## src/rtl/serial_add_pkg.sv

```systemverilog
// serial_add_pkg: shared types and sizing helpers for the bit-serial adder.
//   state_t     FSM state encoding (IDLE, RUN, DONE)
//   CNT_W       bit-counter width for the default operand width
//   cnt_width() bit-counter width for an arbitrary operand width
package serial_add_pkg;

  typedef enum logic [1:0] {
    IDLE = 2'd0,
    RUN  = 2'd1,
    DONE = 2'd2
  } state_t;

  localparam int unsigned WIDTH_DEFAULT = 8;
  localparam int unsigned CNT_W         = $clog2(WIDTH_DEFAULT);

  // Counter must hold WIDTH-1; at least one bit even for tiny widths.
  function automatic int unsigned cnt_width(input int unsigned w);
    return (w < 2) ? 1 : $clog2(w);
  endfunction

endpackage

```

## src/rtl/full_adder_cell.sv

```systemverilog
// full_adder_cell: purely combinational 1-bit full adder.
//   a, b  operand bits
//   ci    carry in
//   s     sum bit
//   co    carry out (majority of a, b, ci)
module full_adder_cell (
  input  logic a,
  input  logic b,
  input  logic ci,
  output logic s,
  output logic co
);

  always_comb begin
    s  = a ^ b ^ ci;
    co = (a & b) | (a & ci) | (b & ci);
  end

endmodule

```

## src/rtl/serial_add_ctrl.sv

```systemverilog
// serial_add_ctrl: bit-serial add controller around a single full_adder_cell.
// Operands are accepted in IDLE over a valid/ready handshake, fed LSB-first
// through the cell one bit per clock (carry closed through a flip-flop), and
// the assembled sum/carry-out is offered on a valid/ready output port.
//
// Ports:
//   CLK        clock, rising edge
//   RST_N      synchronous active-low reset
//   IN_VALID   operand pair present on A, B, C_IN
//   IN_READY   high only in IDLE
//   A, B       WIDTH-bit operands
//   C_IN       carry-in
//   OUT_VALID  high only in DONE
//   OUT_READY  consumer accepts the result
//   SUM        registered sum, (A+B+C_IN) mod 2^WIDTH
//   C_OUT      carry-out of the MSB
//   OVF        signed overflow (only when SERIAL_ADD_OVF_EN is defined)
//
// Build option: define SERIAL_ADD_OVF_EN to add the OVF port and its logic.
module serial_add_ctrl
  import serial_add_pkg::*;
#(
  parameter int unsigned WIDTH = 8
) (
  input  logic             CLK,
  input  logic             RST_N,
  input  logic             IN_VALID,
  output logic             IN_READY,
  input  logic [WIDTH-1:0] A,
  input  logic [WIDTH-1:0] B,
  input  logic             C_IN,
  output logic             OUT_VALID,
  input  logic             OUT_READY,
  output logic [WIDTH-1:0] SUM,
  output logic             C_OUT
`ifdef SERIAL_ADD_OVF_EN
  ,
  output logic             OVF
`endif
);

  localparam int unsigned    CW       = cnt_width(WIDTH);
  localparam logic [CW-1:0]  CNT_LAST = CW'(WIDTH - 1);

  state_t            state_q, state_d;
  logic [WIDTH-1:0]  a_sh, b_sh, sum_q;
  logic              carry_q;
  logic [CW-1:0]     cnt_q;
  logic              fa_s, fa_co;

  full_adder_cell u_fa (
    .a  (a_sh[0]),
    .b  (b_sh[0]),
    .ci (carry_q),
    .s  (fa_s),
    .co (fa_co)
  );

  always_ff @(posedge CLK) begin
    if (!RST_N) state_q <= IDLE;
    else        state_q <= state_d;
  end

  // Handshake outputs depend only on state, so OUT_READY never reaches
  // IN_READY combinationally.
  always_comb begin
    state_d   = state_q;
    IN_READY  = 1'b0;
    OUT_VALID = 1'b0;
    case (state_q)
      IDLE: begin
        IN_READY = 1'b1;
        if (IN_VALID) state_d = RUN;
      end
      RUN: begin
        if (cnt_q == '0) state_d = DONE;
      end
      DONE: begin
        OUT_VALID = 1'b1;
        if (OUT_READY) state_d = IDLE;
      end
      default: state_d = IDLE;
    endcase
  end

  always_ff @(posedge CLK) begin
    if (!RST_N) begin
      a_sh    <= '0;
      b_sh    <= '0;
      sum_q   <= '0;
      carry_q <= 1'b0;
      cnt_q   <= '0;
    end else begin
      case (state_q)
        IDLE: begin
          if (IN_VALID) begin
            a_sh    <= A;
            b_sh    <= B;
            carry_q <= C_IN;
            cnt_q   <= CNT_LAST;
          end
        end
        RUN: begin
          sum_q   <= {fa_s, sum_q[WIDTH-1:1]};
          a_sh    <= a_sh >> 1;
          b_sh    <= b_sh >> 1;
          carry_q <= fa_co;
          if (cnt_q != '0) cnt_q <= cnt_q - CW'(1);
        end
        default: ;
      endcase
    end
  end

`ifdef SERIAL_ADD_OVF_EN
  logic ovf_q;

  // On the final bit carry_q is the carry into the MSB and fa_co the carry out.
  always_ff @(posedge CLK) begin
    if (!RST_N)                         ovf_q <= 1'b0;
    else if (state_q == RUN && cnt_q == '0) ovf_q <= carry_q ^ fa_co;
  end

  assign OVF = ovf_q;
`endif

  assign SUM   = sum_q;
  assign C_OUT = carry_q;

endmodule

```

## config.mk

```make
export PLATFORM = sky130hd
export DESIGN_NAME = serial_add_ctrl
export DESIGN_NICKNAME = d
export VERILOG_FILES = /design/src/rtl/serial_add_pkg.sv /design/src/rtl/full_adder_cell.sv /design/src/rtl/serial_add_ctrl.sv
export SDC_FILE = /design/constraint.sdc
export NUM_CORES = 1
export LEC_CHECK = 0
export ABC_AREA = 1
export BUFFER_PORTS_ARGS = -buffer_cell sky130_fd_sc_hd__buf_2
export CORE_ASPECT_RATIO = 0.5
export CORE_MARGIN = 5
export CORE_UTILIZATION = 35
export CTS_BUF_LIST = sky130_fd_sc_hd__clkbuf_4
export DETAILED_ROUTE_END_ITERATION = 7
export PLACE_DENSITY = 0.65
export SLEW_MARGIN = 10
export SYNTH_ARGS = -nofsm -noshare
export SYNTH_HDL_FRONTEND = slang
export SYNTH_HIERARCHICAL = 1
export SYNTH_SLANG_ARGS = --single-unit
```

## constraint.sdc

```tcl
create_clock -name CLK -period 1.5 [get_ports CLK]
set_input_delay 0 -clock CLK [delete_from_list [all_inputs] [get_ports CLK]]
set_output_delay 0 -clock CLK [all_outputs]
set_load 0.05 [all_outputs]
```

Word level (Yosys, flattened, before mapping)

Index checks and enable logic that the tools add are counted.

Add/subtract/negate cells: 1
Equality and inequality tests: 6
Mux-type cells: 15
Bitwise logic cells: 7
Reductions and logical operators: 7

Operators with widths:

| kind                  | count |
|---|---|
| $pmux W8 S2           | 2 |
| $mux W8               | 2 |
| $ne A2 B2 Y1 const B  | 4 |
| $mux W2               | 3 |
| $mux W3               | 2 |
| $pmux W2 S3           | 1 |
| $pmux W3 S2           | 1 |
| $reduce_and A3 Y1     | 2 |
| $and A1 B1 Y1         | 3 |
| $logic_not A3 Y1      | 1 |
| $mux W1               | 3 |
| $reduce_bool A3 Y1    | 1 |
| $sub A3 B1 Y3 const B | 1 |
| $eq A2 B1 Y1 const B  | 1 |
| $eq A2 B2 Y1 const B  | 1 |
| $logic_not A2 Y1      | 1 |
| $or A1 B1 Y1          | 2 |
| $pmux W1 S2           | 1 |
| $reduce_and A2 Y1     | 1 |
| $reduce_bool A2 Y1    | 1 |
| $xor A1 B1 Y1         | 2 |

Register bits after elaboration: 30

Logic depth before layout (Yosys ltp)

Depth in word-level cells: 4
Gate-level depth with buffers: 8
Mapped depth without buffers: 8

Modules after synthesis

The synthesis kept the hierarchy.

By module, submodules not included:

| module          | times used | cells an instance | area each (µm²) | sequential area each (µm²) |
|---|---|---|---|---|
| serial_add_ctrl | 1          | 226               | 1438.9          | 600.6 |
| full_adder_cell | 1          | 1                 | 20.0            | 0.0 |

Worst setup path before layout

No wires, ideal clock.

Path type: register -> register
Start: register state_q[0]
End: register state_q[1]
Setup time: 0.066 ns
Data arrival time: 1.440 ns
Path slack: -0.006 ns
Cell stages (with the launch flop): 5
Period minus slack after synthesis: 1.506 ns
Cells stage by stage: dfxtp_1 > buf_4 > nor2_1 > nand2_1 > a21oi_2

Cells in the longest elaborated chain, start to end: 3

RTL lines:

| what                                 | RTL line              | RTL |
|---|---|---|
| start: declaration                   | serial_add_ctrl.sv:45 | `state_t state_q, state_d;` |
| start signal: assignment             | serial_add_ctrl.sv:61 | `else state_q <= state_d;` |
| $eq A2 B1 Y1 (tied with other cells) | serial_add_ctrl.sv:70 | `case (state_q)` |
| $ne A2 B2 Y1 (no source line)        | --                    |  |
| $reduce_and A3 Y1 (no source line)   | --                    |  |

Parallel ways exist; a longest one is shown, timed or not.
A chain may end at the register's enable or synchronous reset.

Final worst setup path

Start: register state_q[1]
End: register a_sh[7]

Cells in the longest elaborated chain, start to end: 3

RTL lines:

| what                                                                | RTL line               | RTL |
|---|---|---|
| $eq A2 B1 Y1 or $logic_not A2 Y1 (tied branches)                    | serial_add_ctrl.sv:94  | `case (state_q)` |
| $reduce_bool A2 Y1 (no source line) or $ne A2 B2 Y1 (tied branches) | --                     |  |
| $reduce_and A2 Y1 (no source line)                                  | --                     |  |
| end signal: assignment                                              | serial_add_ctrl.sv:105 | `a_sh <= a_sh >> 1;` |
| end: declaration                                                    | serial_add_ctrl.sv:46  | `logic [WIDTH-1:0] a_sh, b_sh, sum_q;` |

Parallel ways exist; a longest one is shown, timed or not.

==> results by group <==
Route
  • Routed Antenna Nets: 0
  • TritonRoute pass-1 iters: 4
  • Initial DRC Count: 43
  • Vias per std cell: 4.48
  • Final wirelength: 3380 µm
  • Routed len/inst: 10.2 µm
  • Vias: 1493
  • DRC Markers: 0

STA
  • Final period util: 0.955
  • Max Slew Vio Count: 0
  • Fmax: 698 MHz
  • Max_slew headroom: 0.687
  • Hold Violations, Final: 0
  • Final setup vio count: 0
  • Worst Hold Slack: 0.118 ns
  • Clock skew: 0.00850 ns
  • Final min period: 1.43 ns
  • Worst Max-Slew Pin Slew: 0.470 ns

Power
  • Clock share of power: 0.229
  • PwrDens: 1090 nW/µm²
  • Gate power share: 0.313
  • VDD IR max: 0.311 mV
  • Pleak: 0.976 nW
  • Switching share of total power: 0.357
  • Int Pwr: 1.35 mW
  • Reg power frac: 0.458
  • Overall power consumption: 2.10 mW
  • Psw: 0.752 mW

Clock tree
  • Clock Path Buffers: 2
  • Sink Count: 30
  • Worst-Skew Late Latency: 0.34 ns
  • CTS buffer count: 5
  • H-tree depth: 2
  • Clk pin slew, worst setup/hold paths: 0.09 ns
  • Post-CTS setup buffer count: 0
  • Root buffer cell: clkbuf_4
  • CTS tree: built

Yosys
  • Post-Syn Nets: 251
  • Synth warnings: 6
  • Synth area leader: dfxtp_1
  • Library cells used by synthesis: 17
  • Seq/Total Area, Yosys: 0.412
  • Ys async rst share: 0
  • Mapped cell area: 1460 µm²
  • Post-synth top flop: dfxtp_1
  • Post-synth EDFFs: 0
  • Avg Cell Area, Syn: 6.43 µm²
  • Cells after Synth: 227
  • Count of state elements after synthesis: 30
  • Largest cells by area after synthesis: dfxtp_1 (41%), nand2_1 (18%), nor2_1 (14%)
  • Yosys top cell area share: 0.412

Cells and area
  • Register area: 602 µm²
  • Antenna fix cells: 0
  • Synth-to-Final Area Change: 32.2%
  • Fill cell count: 419
  • Nets: 303
  • Combined area of the multi-input logic cells: 704 µm²
  • Final instance area: 1930 µm²
  • Most frequent cells in the layout: nand2_1 (70), nor2_1 (52), buf_2 (31)
  • Share of layout cells above drive strength 1: 0.183
  • Commonest non-fill, non-tap cell in the layout: nand2_1

Die
  • Die X: 101 µm
  • Starting density of the core: 0.368
  • Die height: 55.7 µm
  • Site Rows: 16
  • IO Count: 32
  • Core area: 3960 µm²
  • Die area: 5640 µm²

Placement
  • DP Area: 1660 µm²
  • IO buf count: 31
  • Final GP Congestion: 0.696
  • Placed wire-length estimate: 2100 µm

Global route
  • First-pass GRT wire length: 6110 µm
  • Global Route met2 Usage: 0.240
  • Gr busiest metal: met2
  • Global-route met3 utilization: 0.0438
  • Vias in the first global route: 1455
  • Largest net degree at the start of global routing: 33
  • Met1 Use GR: 0.140
  • GRT Util Overall: 0.136
  • GRT overflow: 0
  • Antenna violations before repair: 0

Status
  • Run status: complete, no violations

Worst setup path
  • Req. time, crit path: 1.77 ns
  • WS Path Type: register to register
  • Endpoint type of the worst setup path: register
  • Worst EP arrival: 1.71 ns
  • Critical path launch point type: register
  • CP Max Fanout: 4

Flow run
  • Max-cap violations: 0

Hold path
  • Hold crit path type: input port to register
[power groups by stage]
stage	registers (mW)	clock network, mW	logic [mW]
5_1_grt	0.978	0.525	0.754
2_1_floorplan	1.07	0	0.388
3_5_place_dp	0.980	0	0.613
6_report	0.964	0.482	0.658
3_3_place_gp	0.975	0	0.599
4_1_cts	0.962	0.502	0.660
[final timing paths]
kind | cells past startpoint | slack, ns | end | startpoint
worst min register to register | 2 | 0.47 | a_sh[7] | a_sh[7]
worst min-delay path | 3 | 0.12 | cnt_q[0] | RST_N
worst max register to register | 4 | 0.07 | a_sh[7] | state_q[1]
worst max-delay path | 4 | 0.07 | a_sh[7] | state_q[1]
[routing by layer]
layer | share of wire | vias up | routed length (µm)
met3 | 0.044 | 11 | 148
li1 | - | 790 | -
met2 | 0.48 | 24 | 1640
met1 | 0.44 | 668 | 1480
met5 | 0 | - | 0
met4 | 0.034 | 0 | 115
[synth_stat cells, types with 2 or more instances]
cell      count
nand2_1      70
nor2_1       53
dfxtp_1      30
inv_1        21
nand3_1      21
o21ai_0       8
buf_2         6
a21oi_1       3
buf_4         2
buf_6         2
clkbuf_1      2
ha_1          2
inv_2         2
nor2_2        2
[layout make-up]
| class | count | area share |
|---|---|---|
| multi-input combinational | 162 | 0.365 |
| clock buffer | 7 | 0.0273 |
| tap | 54 | 0.0350 |
| inverter | 23 | 0.0448 |
| sequential | 30 | 0.312 |
| timing repair buffer | 57 | 0.215 |
[logic make-up after synthesis]
family | count (synthesis) | share of synthesized area
compound gates | 13 | 0.0497
flops | 30 | 0.412
simple gates | 146 | 0.397
fa+ha+maj | 3 | 0.0309
buf+inv | 35 | 0.111
[registers in the layout, indices dropped and copies added (netlist names)]
register	cells
C_OUT	1
SUM	8
a_sh	8
b_sh	8
cnt_q	3
state_q	2
[metrics by stage]
stage	util	TNS (ns)	setup WS [ns]	instances
5_1_grt	0.486	-0.0363	-0.0363	333
6_report	0.486	0	0.0668	333
3_3_place_gp	0.419	0	0.272	305
2_1_floorplan	-	0	0.0560	227
3_5_place_dp	0.419	0	0.187	305
4_1_cts	0.485	0	0.0659	333
[critical path, stage by stage, from the launching register on]
cell and delay [ns]:
dfxtp_1 0.38, nor2_4 0.16, nand3_1 0.10, dlygate4sd3_1 0.59, a21oi_1 0.15
[repair_timing]
| item | 4_1_cts | 5_1_grt |
|---|---|---|
| setup endpoints to repair | 0 | 2 |
| hold buffers | 21 | 0 |
| endpoints found under the hold margin | 19 | 0 |
| gates resized for setup | 0 | 2 |
No activity file was read; power rests on OpenSTA's default activity.
